File: src/rtl/motor_ramp_if.sv
// Software command channel for the motor ramp controller: a valid/ready
// handshake that carries a requested duty code and direction.
interface motor_ramp_if;
    logic       sw_valid;
    logic [7:0] sw_duty;
    logic       sw_dir;
    logic       sw_ready;

    modport master (
        output sw_valid,
        output sw_duty,
        output sw_dir,
        input  sw_ready
    );

    modport slave (
        input  sw_valid,
        input  sw_duty,
        input  sw_dir,
        output sw_ready
    );
endinterface

File: src/rtl/motor_ramp_ctrl.sv
// Motor ramp controller: sequences duty/direction/enable for the drive PWM.
// Duty slews toward a target once per prescaler tick. Direction changes and
// stops always pass through a ramp down to MIN_DUTY. A bumper hit overrides
// software with ramp-down, reverse back-off and return to idle.
module motor_ramp_ctrl #(
    parameter int STEP_DIV      = 100000,
    parameter int STEP          = 4,
    parameter int MIN_DUTY      = 102,
    parameter int MAX_DUTY      = 230,
    parameter int BACKOFF_TICKS = 8
) (
    input  logic              clk,
    input  logic              rst,
    motor_ramp_if.slave       sw_bus,
    input  logic              bump_hit_i,
    output logic [7:0]        duty_o,
    output logic              dir_o,
    output logic              motor_en_o,
    output logic [1:0]        state_o
);

    localparam int              PW       = (STEP_DIV > 1) ? $clog2(STEP_DIV) : 1;
    localparam logic [PW-1:0]   PRE_LAST = PW'(STEP_DIV - 1);
    localparam int              CW       = $clog2(BACKOFF_TICKS + 1);
    localparam logic [CW-1:0]   CNT_INIT = CW'(BACKOFF_TICKS);
    localparam logic [7:0]      MIN_D    = 8'(MIN_DUTY);
    localparam logic [7:0]      MAX_D    = 8'(MAX_DUTY);
    localparam logic [8:0]      STEP_W   = 9'(STEP);

    typedef enum logic [1:0] {
        ST_IDLE    = 2'b00,
        ST_RUN     = 2'b01,
        ST_STOP    = 2'b10,
        ST_BACKOFF = 2'b11
    } state_e;

    typedef enum logic [1:0] {
        PEND_NONE = 2'b00,
        PEND_STOP = 2'b01,
        PEND_REV  = 2'b10,
        PEND_BUMP = 2'b11
    } pend_e;

    // Nonzero requests are limited to the band the motor actually turns in.
    function automatic logic [7:0] clamp_duty(input logic [7:0] d);
        if (d < MIN_D) begin
            return MIN_D;
        end else if (d > MAX_D) begin
            return MAX_D;
        end else begin
            return d;
        end
    endfunction

    // One ramp step toward tgt; 9-bit arithmetic so no step can wrap or overshoot.
    function automatic logic [7:0] ramp_step(input logic [7:0] cur, input logic [7:0] tgt);
        logic [8:0] cur_w;
        logic [8:0] tgt_w;
        logic [8:0] res_w;
        cur_w = {1'b0, cur};
        tgt_w = {1'b0, tgt};
        if (cur_w < tgt_w) begin
            res_w = ((cur_w + STEP_W) < tgt_w) ? (cur_w + STEP_W) : tgt_w;
        end else if (cur_w > tgt_w) begin
            res_w = (cur_w > (tgt_w + STEP_W)) ? (cur_w - STEP_W) : tgt_w;
        end else begin
            res_w = cur_w;
        end
        return res_w[7:0];
    endfunction

    state_e         state_q, state_d;
    pend_e          pend_q, pend_d;
    logic [7:0]     duty_q, duty_d;
    logic           dir_q, dir_d;
    logic           en_q, en_d;
    logic [PW-1:0]  pre_q, pre_d;
    logic [7:0]     target_q, target_d;
    logic [7:0]     pend_tgt_q, pend_tgt_d;
    logic           pend_dir_q, pend_dir_d;
    logic [CW-1:0]  cnt_q, cnt_d;

    logic           tick_s;
    logic           sw_ready_s;
    logic           accept_s;
    logic [7:0]     cmd_tgt_s;
    logic [7:0]     ramp_tgt_s;

    assign tick_s     = (pre_q == PRE_LAST);
    assign sw_ready_s = ((state_q == ST_IDLE) || (state_q == ST_RUN)) && !bump_hit_i;
    assign accept_s   = sw_bus.sw_valid && sw_ready_s;
    assign cmd_tgt_s  = clamp_duty(sw_bus.sw_duty);
    // Only RUN chases the software target; every other state settles at MIN_DUTY.
    assign ramp_tgt_s = (state_q == ST_RUN) ? target_q : MIN_D;
    assign pre_d      = tick_s ? '0 : (pre_q + PW'(1));

    assign sw_bus.sw_ready = sw_ready_s;
    assign duty_o          = duty_q;
    assign dir_o           = dir_q;
    assign motor_en_o      = en_q;
    assign state_o         = state_q;

    // State, output and prescaler registers with asynchronous reset.
    always_ff @(posedge clk or posedge rst) begin
        if (rst) begin
            state_q    <= ST_IDLE;
            pend_q     <= PEND_NONE;
            duty_q     <= MIN_D;
            dir_q      <= 1'b0;
            en_q       <= 1'b0;
            pre_q      <= '0;
            target_q   <= MIN_D;
            pend_tgt_q <= MIN_D;
            pend_dir_q <= 1'b0;
            cnt_q      <= '0;
        end else begin
            state_q    <= state_d;
            pend_q     <= pend_d;
            duty_q     <= duty_d;
            dir_q      <= dir_d;
            en_q       <= en_d;
            pre_q      <= pre_d;
            target_q   <= target_d;
            pend_tgt_q <= pend_tgt_d;
            pend_dir_q <= pend_dir_d;
            cnt_q      <= cnt_d;
        end
    end

    // Next-state logic: command capture, bump override, stop/back-off sequencing and ramp.
    always_comb begin
        state_d    = state_q;
        pend_d     = pend_q;
        dir_d      = dir_q;
        en_d       = en_q;
        target_d   = target_q;
        pend_tgt_d = pend_tgt_q;
        pend_dir_d = pend_dir_q;
        cnt_d      = cnt_q;
        // The ramp always uses the target in force before this cycle's transition.
        duty_d     = tick_s ? ramp_step(duty_q, ramp_tgt_s) : duty_q;

        case (state_q)
            ST_IDLE: begin
                if (accept_s && (sw_bus.sw_duty != 8'd0)) begin
                    dir_d    = sw_bus.sw_dir;
                    target_d = cmd_tgt_s;
                    en_d     = 1'b1;
                    state_d  = ST_RUN;
                end else begin
                    state_d  = ST_IDLE;
                end
            end

            ST_RUN: begin
                if (bump_hit_i) begin
                    pend_d  = PEND_BUMP;
                    state_d = ST_STOP;
                end else if (accept_s) begin
                    if (sw_bus.sw_duty == 8'd0) begin
                        pend_d  = PEND_STOP;
                        state_d = ST_STOP;
                    end else if (sw_bus.sw_dir != dir_q) begin
                        pend_d     = PEND_REV;
                        pend_tgt_d = cmd_tgt_s;
                        pend_dir_d = sw_bus.sw_dir;
                        state_d    = ST_STOP;
                    end else begin
                        target_d = cmd_tgt_s;
                    end
                end else begin
                    state_d = ST_RUN;
                end
            end

            ST_STOP: begin
                if (bump_hit_i) begin
                    pend_d = PEND_BUMP;
                end else if (tick_s && (duty_q == MIN_D)) begin
                    pend_d = PEND_NONE;
                    case (pend_q)
                        PEND_REV: begin
                            dir_d    = pend_dir_q;
                            target_d = pend_tgt_q;
                            state_d  = ST_RUN;
                        end
                        PEND_BUMP: begin
                            dir_d   = ~dir_q;
                            cnt_d   = CNT_INIT;
                            state_d = ST_BACKOFF;
                        end
                        default: begin
                            en_d    = 1'b0;
                            state_d = ST_IDLE;
                        end
                    endcase
                end else begin
                    state_d = ST_STOP;
                end
            end

            ST_BACKOFF: begin
                if (tick_s) begin
                    if (cnt_q <= CW'(1)) begin
                        cnt_d   = '0;
                        en_d    = 1'b0;
                        dir_d   = 1'b0;
                        state_d = ST_IDLE;
                    end else begin
                        cnt_d = cnt_q - CW'(1);
                    end
                end else begin
                    state_d = ST_BACKOFF;
                end
            end

            default: begin
                state_d = ST_IDLE;
                pend_d  = PEND_NONE;
                en_d    = 1'b0;
            end
        endcase
    end

endmodule

File: src/flat_wrapper.sv
// flat-port wrapper written by rule: the top's interface ports become plain ports
module motor_ramp_ctrl_flat 
#(
    parameter int STEP_DIV      = 100000,
    parameter int STEP          = 4,
    parameter int MIN_DUTY      = 102,
    parameter int MAX_DUTY      = 230,
    parameter int BACKOFF_TICKS = 8
)
  (clk, rst, bump_hit_i, duty_o, dir_o, motor_en_o, state_o, sw_bus_sw_valid, sw_bus_sw_duty, sw_bus_sw_dir, sw_bus_sw_ready);
  motor_ramp_if sw_bus_i ();
  input  logic clk;
  input  logic rst;
  input  logic bump_hit_i;
  output logic [7:0] duty_o;
  output logic dir_o;
  output logic motor_en_o;
  output logic [1:0] state_o;
  input wire logic [$bits(sw_bus_i.sw_valid)-1:0] sw_bus_sw_valid;
  input wire logic [$bits(sw_bus_i.sw_duty)-1:0] sw_bus_sw_duty;
  input wire logic [$bits(sw_bus_i.sw_dir)-1:0] sw_bus_sw_dir;
  output wire logic [$bits(sw_bus_i.sw_ready)-1:0] sw_bus_sw_ready;
  assign sw_bus_i.sw_valid = sw_bus_sw_valid;
  assign sw_bus_i.sw_duty = sw_bus_sw_duty;
  assign sw_bus_i.sw_dir = sw_bus_sw_dir;
  assign sw_bus_sw_ready = sw_bus_i.sw_ready;
  motor_ramp_ctrl #(.STEP_DIV(STEP_DIV), .STEP(STEP), .MIN_DUTY(MIN_DUTY), .MAX_DUTY(MAX_DUTY), .BACKOFF_TICKS(BACKOFF_TICKS)) u_core (.clk(clk), .rst(rst), .sw_bus(sw_bus_i), .bump_hit_i(bump_hit_i), .duty_o(duty_o), .dir_o(dir_o), .motor_en_o(motor_en_o), .state_o(state_o));
endmodule
File: config.mk
export PLATFORM = sky130hd
export DESIGN_NAME = motor_ramp_ctrl_flat
export DESIGN_NICKNAME = d
export VERILOG_FILES = /design/src/rtl/motor_ramp_if.sv /design/src/rtl/motor_ramp_ctrl.sv /design/src/flat_wrapper.sv
export SDC_FILE = /design/constraint.sdc
export NUM_CORES = 1
export LEC_CHECK = 0
export ABC_AREA = 1
export CAP_MARGIN = 15
export CORE_ASPECT_RATIO = 0.7
export CORE_MARGIN = 2
export CORE_UTILIZATION = 60
export CTS_CLUSTER_SIZE = 24
export DETAILED_ROUTE_END_ITERATION = 10
export PLACE_DENSITY = 0.81
export SYNTH_ARGS = -nofsm -noshare
export SYNTH_HDL_FRONTEND = slang
export SYNTH_SLANG_ARGS = --single-unit
File: constraint.sdc
create_clock -name clk -period 3.35 [get_ports clk]
set_clock_uncertainty 0.05 [all_clocks]
set_input_delay 0.5025 -clock clk [delete_from_list [all_inputs] [get_ports clk]]
set_output_delay 0.5025 -clock clk [all_outputs]
set_load 0.01 [all_outputs]
==> results of run 1 <==
routing by layer:
metal / part of all wire / up-vias
li1: - / 1886
met1: 0.49 / 1670
met2: 0.44 / 125
met3: 0.063 / 11
met4: 0.0093 / 0
met5: 0 / -
worst max path at each step:
stage / cells after the start / from / endpoint / slack (ns)
6_report: 17 / u_core.state_o[1]$_DFFE_PP0P_ / u_core.duty_o[7]$_DFFE_PP0P_ / 0.34
5_1_grt: 17 / u_core.state_o[1]$_DFFE_PP0P_ / u_core.duty_o[7]$_DFFE_PP0P_ / 0.04
4_1_cts: 17 / u_core.state_o[1]$_DFFE_PP0P_ / u_core.duty_o[7]$_DFFE_PP0P_ / 0.36
3_5_place_dp: 17 / u_core.state_o[1]$_DFFE_PP0P_ / u_core.duty_o[7]$_DFFE_PP0P_ / 0.39
3_3_place_gp: 16 / u_core.state_o[1]$_DFFE_PP0P_ / u_core.duty_o[4]$_DFFE_PP0P_ / 0.50
2_1_floorplan: 18 / u_core.state_o[1]$_DFFE_PP0P_ / u_core.duty_o[7]$_DFFE_PP0P_ / 0.64
power groups by stage:
stage / registers [uW] / logic [uW] / clock network, uW
floorplan: 914 / 847 / 0
global route: 937 / 1220 / 407
detailed placement: 925 / 1070 / 0
global placement: 921 / 1030 / 0
CTS: 915 / 1080 / 388
finish: 915 / 1080 / 377
final cells by class:
class / instances / area (um2) / share of cell area
multi-input combinational: 424 / 2310 / 0.520
sequential: 52 / 1320 / 0.296
inverter: 86 / 330 / 0.0742
timing repair buffer: 28 / 285 / 0.0641
tap: 91 / 114 / 0.0256
clock buffer: 6 / 82.6 / 0.0185
clock inverter: 2 / 10.0 / 0.00225
layout by cell type, fill, tap and decap left out, types with 8 or more instances in the layout:
cell / netlist / layout
dfstp_2: 12 / 12
nand2_2: 15 / 15
dfrtp_1: 40 / 40
o21a_1: 8 / 8
inv_1: 79 / 78
nor2_1: 40 / 40
a21oi_1: 21 / 21
nand2_1: 155 / 155
nand3_1: 51 / 51
clkdlybuf4s50_1: 0 / 25
nor2_2: 11 / 11
o21ai_0: 35 / 35
ha_1: 28 / 28
registers in the layout, summed over array words and instances, names as in the netlist:
| signal | flops |
|---|---|
| u_core.cnt_q | 4 |
| u_core.dir_o | 1 |
| u_core.duty_o | 8 |
| u_core.motor_en_o | 1 |
| u_core.pend_dir_q | 1 |
| u_core.pend_q | 2 |
| u_core.pend_tgt_q | 8 |
| u_core.pre_q | 17 |
| u_core.state_o | 2 |
| u_core.target_q | 8 |
cell families after synthesis:
logic type	count (synthesis)
AOI/OAI and AO/OA	79
xor gates and xnor gates	11
adders and majority gates	28
buffers and inverters	93
DFF	52
and+or+nand+nor	306
critical path, stage by stage (launching register included):
cell,delay (ns)
dfrtp_1,0.43
inv_1,0.12
ha_1,0.27
inv_1,0.14
nor2_2,0.25
inv_1,0.09
nand2_2,0.11
nand2_1,0.06
ha_1,0.29
nand2_1,0.07
nor4_1,0.48
nor2_4,0.13
nand2_2,0.13
nand2_1,0.06
nand3_1,0.07
nand2_1,0.06
nand2_1,0.06
nand2_1,0.05
metrics by stage:
step                      instances   util  area (um2)  power [uW]  hold slack (ns)
final                           689  0.703        4450        2370            0.418
after global routing            689  0.703        4450        2570            0.450
after CTS                       688  0.700        4430        2380            0.421
after detailed placement        680  0.685        4340        2000            0.408
after global placement          680  0.685        4340        1950            0.402
after floorplan                 569      -        4010        1760            0.379
==> reports/qor.csv, run 1 <==
metric;value;unit
wl_per_cell;13.2;um
period_minus_slack;3.01;ns
via_per_inst;5.36;
maxCapViolations;0;
fin_nets;638;
setup_ws;0.341;ns
postCtsSetupRepairBufs;0;
syn_area_per_cell;7.05;um2
async_flop_share;1.00;
yosys_register_bits;52;
clk_latency;0.31;ns
clk_pin_slew;0.09;ns
mappedNetlistArea;0.00401;mm2
grt_overflow_total;0;
p_leak;0.00228;uW
clock-sinks;52;
wirelength;9.10;mm
worstPathRequired;3.51;ns
yosysTopAreaCellShare;0.249;
ys_warn_count;0;
cts_resized;0;
min_path_type;input pin to asynchronous set/reset pin;
fp.coreArea;0.00634;mm2
fill_cells;533;
cts_tree;yes;
r2r_end;u_core.duty_o[7]$_DFFE_PP0P_;
crit_path_end_kind;flip-flop;
ys_seq_area_frac;0.328;
die_w;102;um
worst_slew_pin_slew;0.687;ns
diodes;0;
grt_pass1_wl;15.5;mm
synthAdderAreaFrac;0.0873;
portBuffers;25;
num_io_pins;26;
grt_pass1_vias;3403;
floorplan.initialDensity;0.633;
post-place-ws;0.387;ns
setup_viol;0;
post-route-period-util;0.898;
die_h;72.4;um
critPathArrivalTime;3.17;ns
synth_commonest_cells;nand2_1, inv_1, nand3_1;
synthSimpleGateAreaFrac;0.354;
antenna_found_initial;0;
synth_flop_cell;dfrtp_1;
detailed_place_hpwl;7.07;mm
powerDensity;533;mW/mm2
tns;0;ns
p_int;1400;uW
detailroute.via_count;3692;
cts_hold_buf;0;
swShare;0.412;
ir_drop;442;uV
path_class;flip-flop to flip-flop;
rsz0062_at_grt;false;
cts_buffers;5;
syn_to_final_growth;11.0;%
grtUsageMet3;0.0424;
synth_compound_area_frac;0.112;
drv_slew;0;
p_seq_frac;0.385;
max_freq;332;MHz
synth_cell_types;42;
path_max_fanout;7;
switchingPower;978;uW
drt_iter0_drc;220;
ant_nets;0;
r2r_cells;17;
synth_xor_xnor_area_share;0.0240;
synth_edf_count;0;
clkPwrFrac;0.159;
comb_power_share;0.456;
place.gp.congestion;0.907;
critPathLaunchType;flip-flop;
rrSetupSlack;0.34;ns
synth_area_leaders;dfrtp_1, nand2_1, ha_1;
die_area;0.00737;mm2
gr-usage-met1;0.381;
cts_max_level;2;
busiest_layer;met2;
clock_path_buffers;2;
grt_use_met2;0.420;
synth_nets;610;
finalHoldViolations;0;
yosysTopAreaCell;dfrtp_1;
synth_top_family_by_area;simple AND/OR/NAND/NOR gates;
synth_most_common_cell;nand2_1;
row_count;24;
cts-root-buf;clkbuf_8;
drc;0;
track_usage;0.264;
status;completed;
synthMuxAreaShare;0;
syn_inst;569;
regToRegStartpoint;u_core.state_o[1]$_DFFE_PP0P_;
slew-limit-headroom;0.542;
grt_start_max_net_pins;51;
drive_gt1_frac;0.127;
first_pass_iters;4;
No activity file was read; power rests on OpenSTA's default activity.
==> run 2: changes to the inputs <==
Settings changed: CELL_PAD_IN_SITES_DETAIL_PLACEMENT set to 1, CELL_PAD_IN_SITES_GLOBAL_PLACEMENT set to 2, CORE_UTILIZATION 60 to 34, PLACE_DENSITY 0.81 to unset, PLACE_DENSITY_LB_ADDON set to 0.1.
==> reports/qor.csv, run 2 (same netlist as run 1, synthesis figures left out) <==
metric;value;unit;change
status;completed;;
detailroute.via_count;3687;;-0.14%
critical_path.cell_chain;inv_1 -> ha_1 -> buf_4 -> nand2_1 -> ha_1 -> nand2_1 -> a21oi_2 -> inv_2 -> nor2_2 -> nand2_1 -> nand2_2 -> nand2_1 -> nand2_2 -> inv_1 -> nand2_1 -> nand2_1;;
worstPathRequired;3.49;ns;-0.02 ns
syn_to_final_growth;14.8;%;
clock-sinks;52;;unchanged
post-route-period-util;0.893;;-0.00523
fin_nets;642;;+0.63%
r2r_cells;16;;-1
min_path_type;flip-flop to flip-flop;;
max_freq;334;MHz;+0.59%
most-common-layout-cells;nand2_1, inv_1, nand3_1, nor2_1, dfrtp_1;;
die_h;94.9;um;+31%
drv_slew;0;;unchanged
cts_max_level;2;;unchanged
critPathArrivalTime;3.13;ns;-0.04 ns
worst_slew_pin_slew;1.05;ns;+0.364 ns
r2r_end;u_core.duty_o[4]$_DFFE_PP0P_;;
place.gp.congestion;0.806;;-11%
cts_tree;yes;;
p_leak;0.00232;uW;+1.5%
track_usage;0.189;;-0.0751
via_per_inst;4.86;;-9.3%
crit_path_end_kind;flip-flop;;
diodes;0;;unchanged
num_io_pins;26;;unchanged
crit_path_start;u_core.state_o[1]$_DFFE_PP0P_;;
ir_drop;289;uV;-35%
grt_pass1_vias;3776;;+11%
max_flop_register;u_core.pre_q;;
drive_gt1_frac;0.131;;+0.00414
fin_util;0.397;;-0.306
path_class;flip-flop to flip-flop;;
clk_pin_slew;0.07;ns;-0.02 ns
cts_hold_buf;0;;unchanged
finalNonFillerCells;759;;+10%
cp_top_family;simple AND/OR/NAND/NOR gates;;
first_pass_iters;5;;+1
clk_latency;0.29;ns;-0.02 ns
rsz0062_at_grt;false;;
tns;0;ns;unchanged
detailed_place_hpwl;9.10;mm;+29%
finalPower;2560;uW;+7.7%
grt_pass1_wl;19.1;mm;+23%
critPathMaxStageDelay;0.43;ns;-0.05 ns
clock_path_buffers;2;;unchanged
floorplan.initialDensity;0.346;;-0.287
cp_num_buf_inv;4;;+1
powerDensity;555;mW/mm2;+4.1%
die_area;0.0127;mm2;+72%
antenna_found_initial;0;;unchanged
largest_reg_flops;17;;unchanged
cts_buffers;5;;unchanged
final_common_cell;nand2_1;;
cp.depth;16;;-1
drt_iter0_drc;140;;-36%
critPathLaunchType;flip-flop;;
dp_cells;751;;+10%
cp_slowest_cell;dfrtp_1;;
grt_overflow_total;0;;unchanged
placed_area;0.00446;mm2;+2.8%
rrSetupSlack;0.36;ns;+0.02 ns
path_common_cell;nand2_1;;
ant_nets;0;;unchanged
wl_per_cell;14.9;um;+13%
fp.coreArea;0.0116;mm2;+83%
min_from;u_core.pre_q[0]$_DFF_PP0_;;
slew-limit-headroom;0.298;;-0.244
finalHoldViolations;0;;unchanged
grt_start_max_net_pins;48;;-5.9%
portBuffers;25;;unchanged
postCtsSetupRepairBufs;0;;unchanged
setup_viol;0;;unchanged
row_count;33;;+38%
wirelength;11.3;mm;+25%
regToRegStartpoint;u_core.state_o[1]$_DFFE_PP0P_;;
drc;0;;unchanged
cts-root-buf;clkbuf_16;;
stdcell_area;0.00461;mm2;+3.5%
path_max_fanout;8;;+1
holdPathStages;1;;
period_minus_slack;2.99;ns;-0.0175 ns
cts_resized;0;;unchanged
die_w;134;um;+32%
maxCapViolations;0;;unchanged
hold_end;u_core.pre_q[0]$_DFF_PP0_;;
-- run 2: cell types whose count changed in the layout (fill, tap and decap cells not counted), sizes merged --
cell	before	now
buf	3	7
clkinv	2	1
clkbuf	6	7
-- run 2: through the flow --
stage | setup WS [ns] | hold WS [ns]
6_report | 0.359 | 0.414
3_3_place_gp | 0.408 | 0.399
2_1_floorplan | 0.635 | 0.379
5_1_grt | 0.0849 | 0.453
3_5_place_dp | 0.271 | 0.407
4_1_cts | 0.238 | 0.417
-- run 2: layer usage --
metal | routed length, um | track usage
met5 | 0 | 0
met2 | 4940 | 0.306
met3 | 275 | 0.0311
met4 | 49 | 0.0266
met1 | 6070 | 0.272
-- run 2: worst max path at each step --
stage,to,slack (ns)
6_report,u_core.duty_o[4]$_DFFE_PP0P_,0.36
3_3_place_gp,u_core.duty_o[4]$_DFFE_PP0P_,0.41
5_1_grt,u_core.duty_o[0]$_DFFE_PP0P_,0.08
3_5_place_dp,u_core.duty_o[0]$_DFFE_PP0P_,0.27
2_1_floorplan,u_core.duty_o[7]$_DFFE_PP0P_,0.64
4_1_cts,u_core.duty_o[0]$_DFFE_PP0P_,0.24
-- run 2: cell type report --
type,count,area (um2)
fillers,1487,6990
multi-input cells,424,2320
flip-flops and latches,52,1320
inverters,86,330
repair buffers,32,303
well taps,157,196
clock buffers,7,133
clock inverters,1,8.76
-- run 2: where the power goes --
part / leakage (uW) / internal, uW / switching, uW
clock: 0.0000681 / 280 / 240
combinational: 0.00161 / 417 / 701
sequential: 0.000642 / 817 / 102
==> run 3: changes to the inputs <==
Settings changed: REMOVE_ABC_BUFFERS set to 1.
==> reports/qor.csv, run 3 (same netlist as run 1, synthesis figures left out) <==
metric;value;unit;change
status;completed;;
regToRegStartpoint;u_core.state_o[1]$_DFFE_PP0P_;;
maxCapViolations;0;;unchanged
post-place-ws;0.364;ns;+0.0937 ns
grt_overflow_total;0;;unchanged
clock-sinks;52;;unchanged
finalPower;2630;uW;+3.0%
r2r_end;u_core.duty_o[7]$_DFFE_PP0P_;;
grt_pass1_vias;3738;;-1.0%
via_per_inst;4.89;;+0.64%
finalHoldViolations;0;;unchanged
die_h;94.9;um;unchanged
rrSetupSlack;0.35;ns;about the same
drive_gt1_frac;0.130;;-0.00123
fin_nets;640;;-0.31%
clk_latency;0.30;ns;about the same
drt_iter0_drc;202;;+44%
hold_end;u_core.pre_q[0]$_DFF_PP0_;;
die_area;0.0127;mm2;unchanged
cts_tree;yes;;
diodes;0;;unchanged
row_count;33;;unchanged
stdcell_area;0.00461;mm2;+0.11%
track_usage;0.192;;+0.00287
place.gp.congestion;0.855;;+6.1%
detailroute.via_count;3701;;+0.38%
cts_max_level;2;;unchanged
r2r_cells;17;;+1
max_freq;334;MHz;-0.18%
p_leak;0.00232;uW;about the same
num_io_pins;26;;unchanged
final_common_cell;nand2_1;;
tns;0;ns;unchanged
cts_resized;0;;unchanged
setup_viol;0;;unchanged
first_pass_iters;4;;-1
clock_path_buffers;2;;unchanged
worstPathRequired;3.49;ns;about the same
holdPathStages;1;;unchanged
min_from;u_core.pre_q[0]$_DFF_PP0_;;
detailed_place_hpwl;8.89;mm;-2.4%
path_max_fanout;7;;-1
min_path_type;flip-flop to flip-flop;;
cts_buffers;5;;unchanged
largest_reg_flops;17;;unchanged
postCtsSetupRepairBufs;0;;unchanged
setup_ws;0.353;ns;-0.00546 ns
post-route-period-util;0.894;;+0.00163
path_class;flip-flop to flip-flop;;
ir_drop;282;uV;-2.5%
drc;0;;unchanged
wirelength;11.3;mm;-0.39%
portBuffers;25;;unchanged
grt_start_max_net_pins;53;;+10%
clk_pin_slew;0.08;ns;about the same
critPathArrivalTime;3.13;ns;about the same
max_flop_register;u_core.pre_q;;
slew-limit-headroom;0.534;;+0.236
most-common-layout-cells;nand2_1, inv_1, nand3_1, nor2_1, dfrtp_1;;
drv_slew;0;;unchanged
cts-root-buf;clkbuf_16;;
antenna_found_initial;0;;unchanged
critPathLaunchType;flip-flop;;
cts_hold_buf;0;;unchanged
ant_nets;0;;unchanged
placed_area;0.00445;mm2;-0.34%
wl_per_cell;14.9;um;-0.12%
fin_util;0.398;;+0.000431
powerDensity;571;mW/mm2;+2.9%
die_w;134;um;unchanged
fp.coreArea;0.0116;mm2;unchanged
syn_to_final_growth;15.0;%;
grt_pass1_wl;19.2;mm;+0.83%
floorplan.initialDensity;0.346;;unchanged
rsz0062_at_grt;false;;
crit_path_end_kind;flip-flop;;
worst_slew_pin_slew;0.699;ns;-0.352 ns
period_minus_slack;3.00;ns;+0.00546 ns
run 3: cell types whose count changed in the layout (fill, tap and decap cells not counted), sizes merged:
cell | previous run | this run
buf | 7 | 5
clkbuf | 7 | 5
bufinv | 0 | 1
clkinvlp | 0 | 1
run 3: layout make-up:
class / count / area, um2
fillers: 1470 / 6990
multi-input cells: 424 / 2310
flip-flops and latches: 52 / 1320
inverters: 86 / 330
repair buffers: 30 / 288
well taps: 157 / 196
clock buffers: 5 / 125
clock inverters: 3 / 42.5
run 3: worst max path at each step:
stage,endpoint,start,cells after the start
after CTS,u_core.duty_o[7]$_DFFE_PP0P_,u_core.state_o[1]$_DFFE_PP0P_,17
after global routing,u_core.duty_o[4]$_DFFE_PP0P_,u_core.state_o[1]$_DFFE_PP0P_,18
after floorplan,u_core.duty_o[7]$_DFFE_PP0P_,u_core.state_o[1]$_DFFE_PP0P_,17
after detailed placement,u_core.duty_o[7]$_DFFE_PP0P_,u_core.state_o[1]$_DFFE_PP0P_,17
final,u_core.duty_o[7]$_DFFE_PP0P_,u_core.state_o[1]$_DFFE_PP0P_,17
after global placement,u_core.duty_o[7]$_DFFE_PP0P_,u_core.state_o[1]$_DFFE_PP0P_,17
run 3: per-stage QoR:
stage | instances | hold WS, ns
6_report | 757 | 0.418
5_1_grt | 757 | 0.446
4_1_cts | 757 | 0.420
3_5_place_dp | 749 | 0.410
3_3_place_gp | 749 | 0.395
2_1_floorplan | 562 | 0.379
run 3: critical path, cell delays in order (launching register included):
cell,delay (ns)
dfrtp_1,0.43
inv_1,0.12
ha_1,0.27
nand2_2,0.14
nor2_2,0.13
nand2_2,0.10
o21ai_0,0.16
nand2_1,0.07
ha_1,0.29
nand2_1,0.07
nor4_1,0.47
nor2_4,0.14
nand2_2,0.14
nand2_1,0.07
nand3_1,0.07
nand2_1,0.05
nand2_1,0.06
nand2_1,0.05
run 3: power by group:
part	total (uW)	internal, uW	switching [uW]	leakage, uW
clock network	600	352	248	0.0000798
registers	918	817	102	0.000642
logic	1110	419	695	0.00159
run 3: layer usage:
metal  vias up  share of wire  GRT usage
li1       1883              -          -
met1      1769           0.54      0.279
met2        39           0.43      0.305
met3        10          0.026     0.0295
met4         0          0.011     0.0346
met5         -              0          0
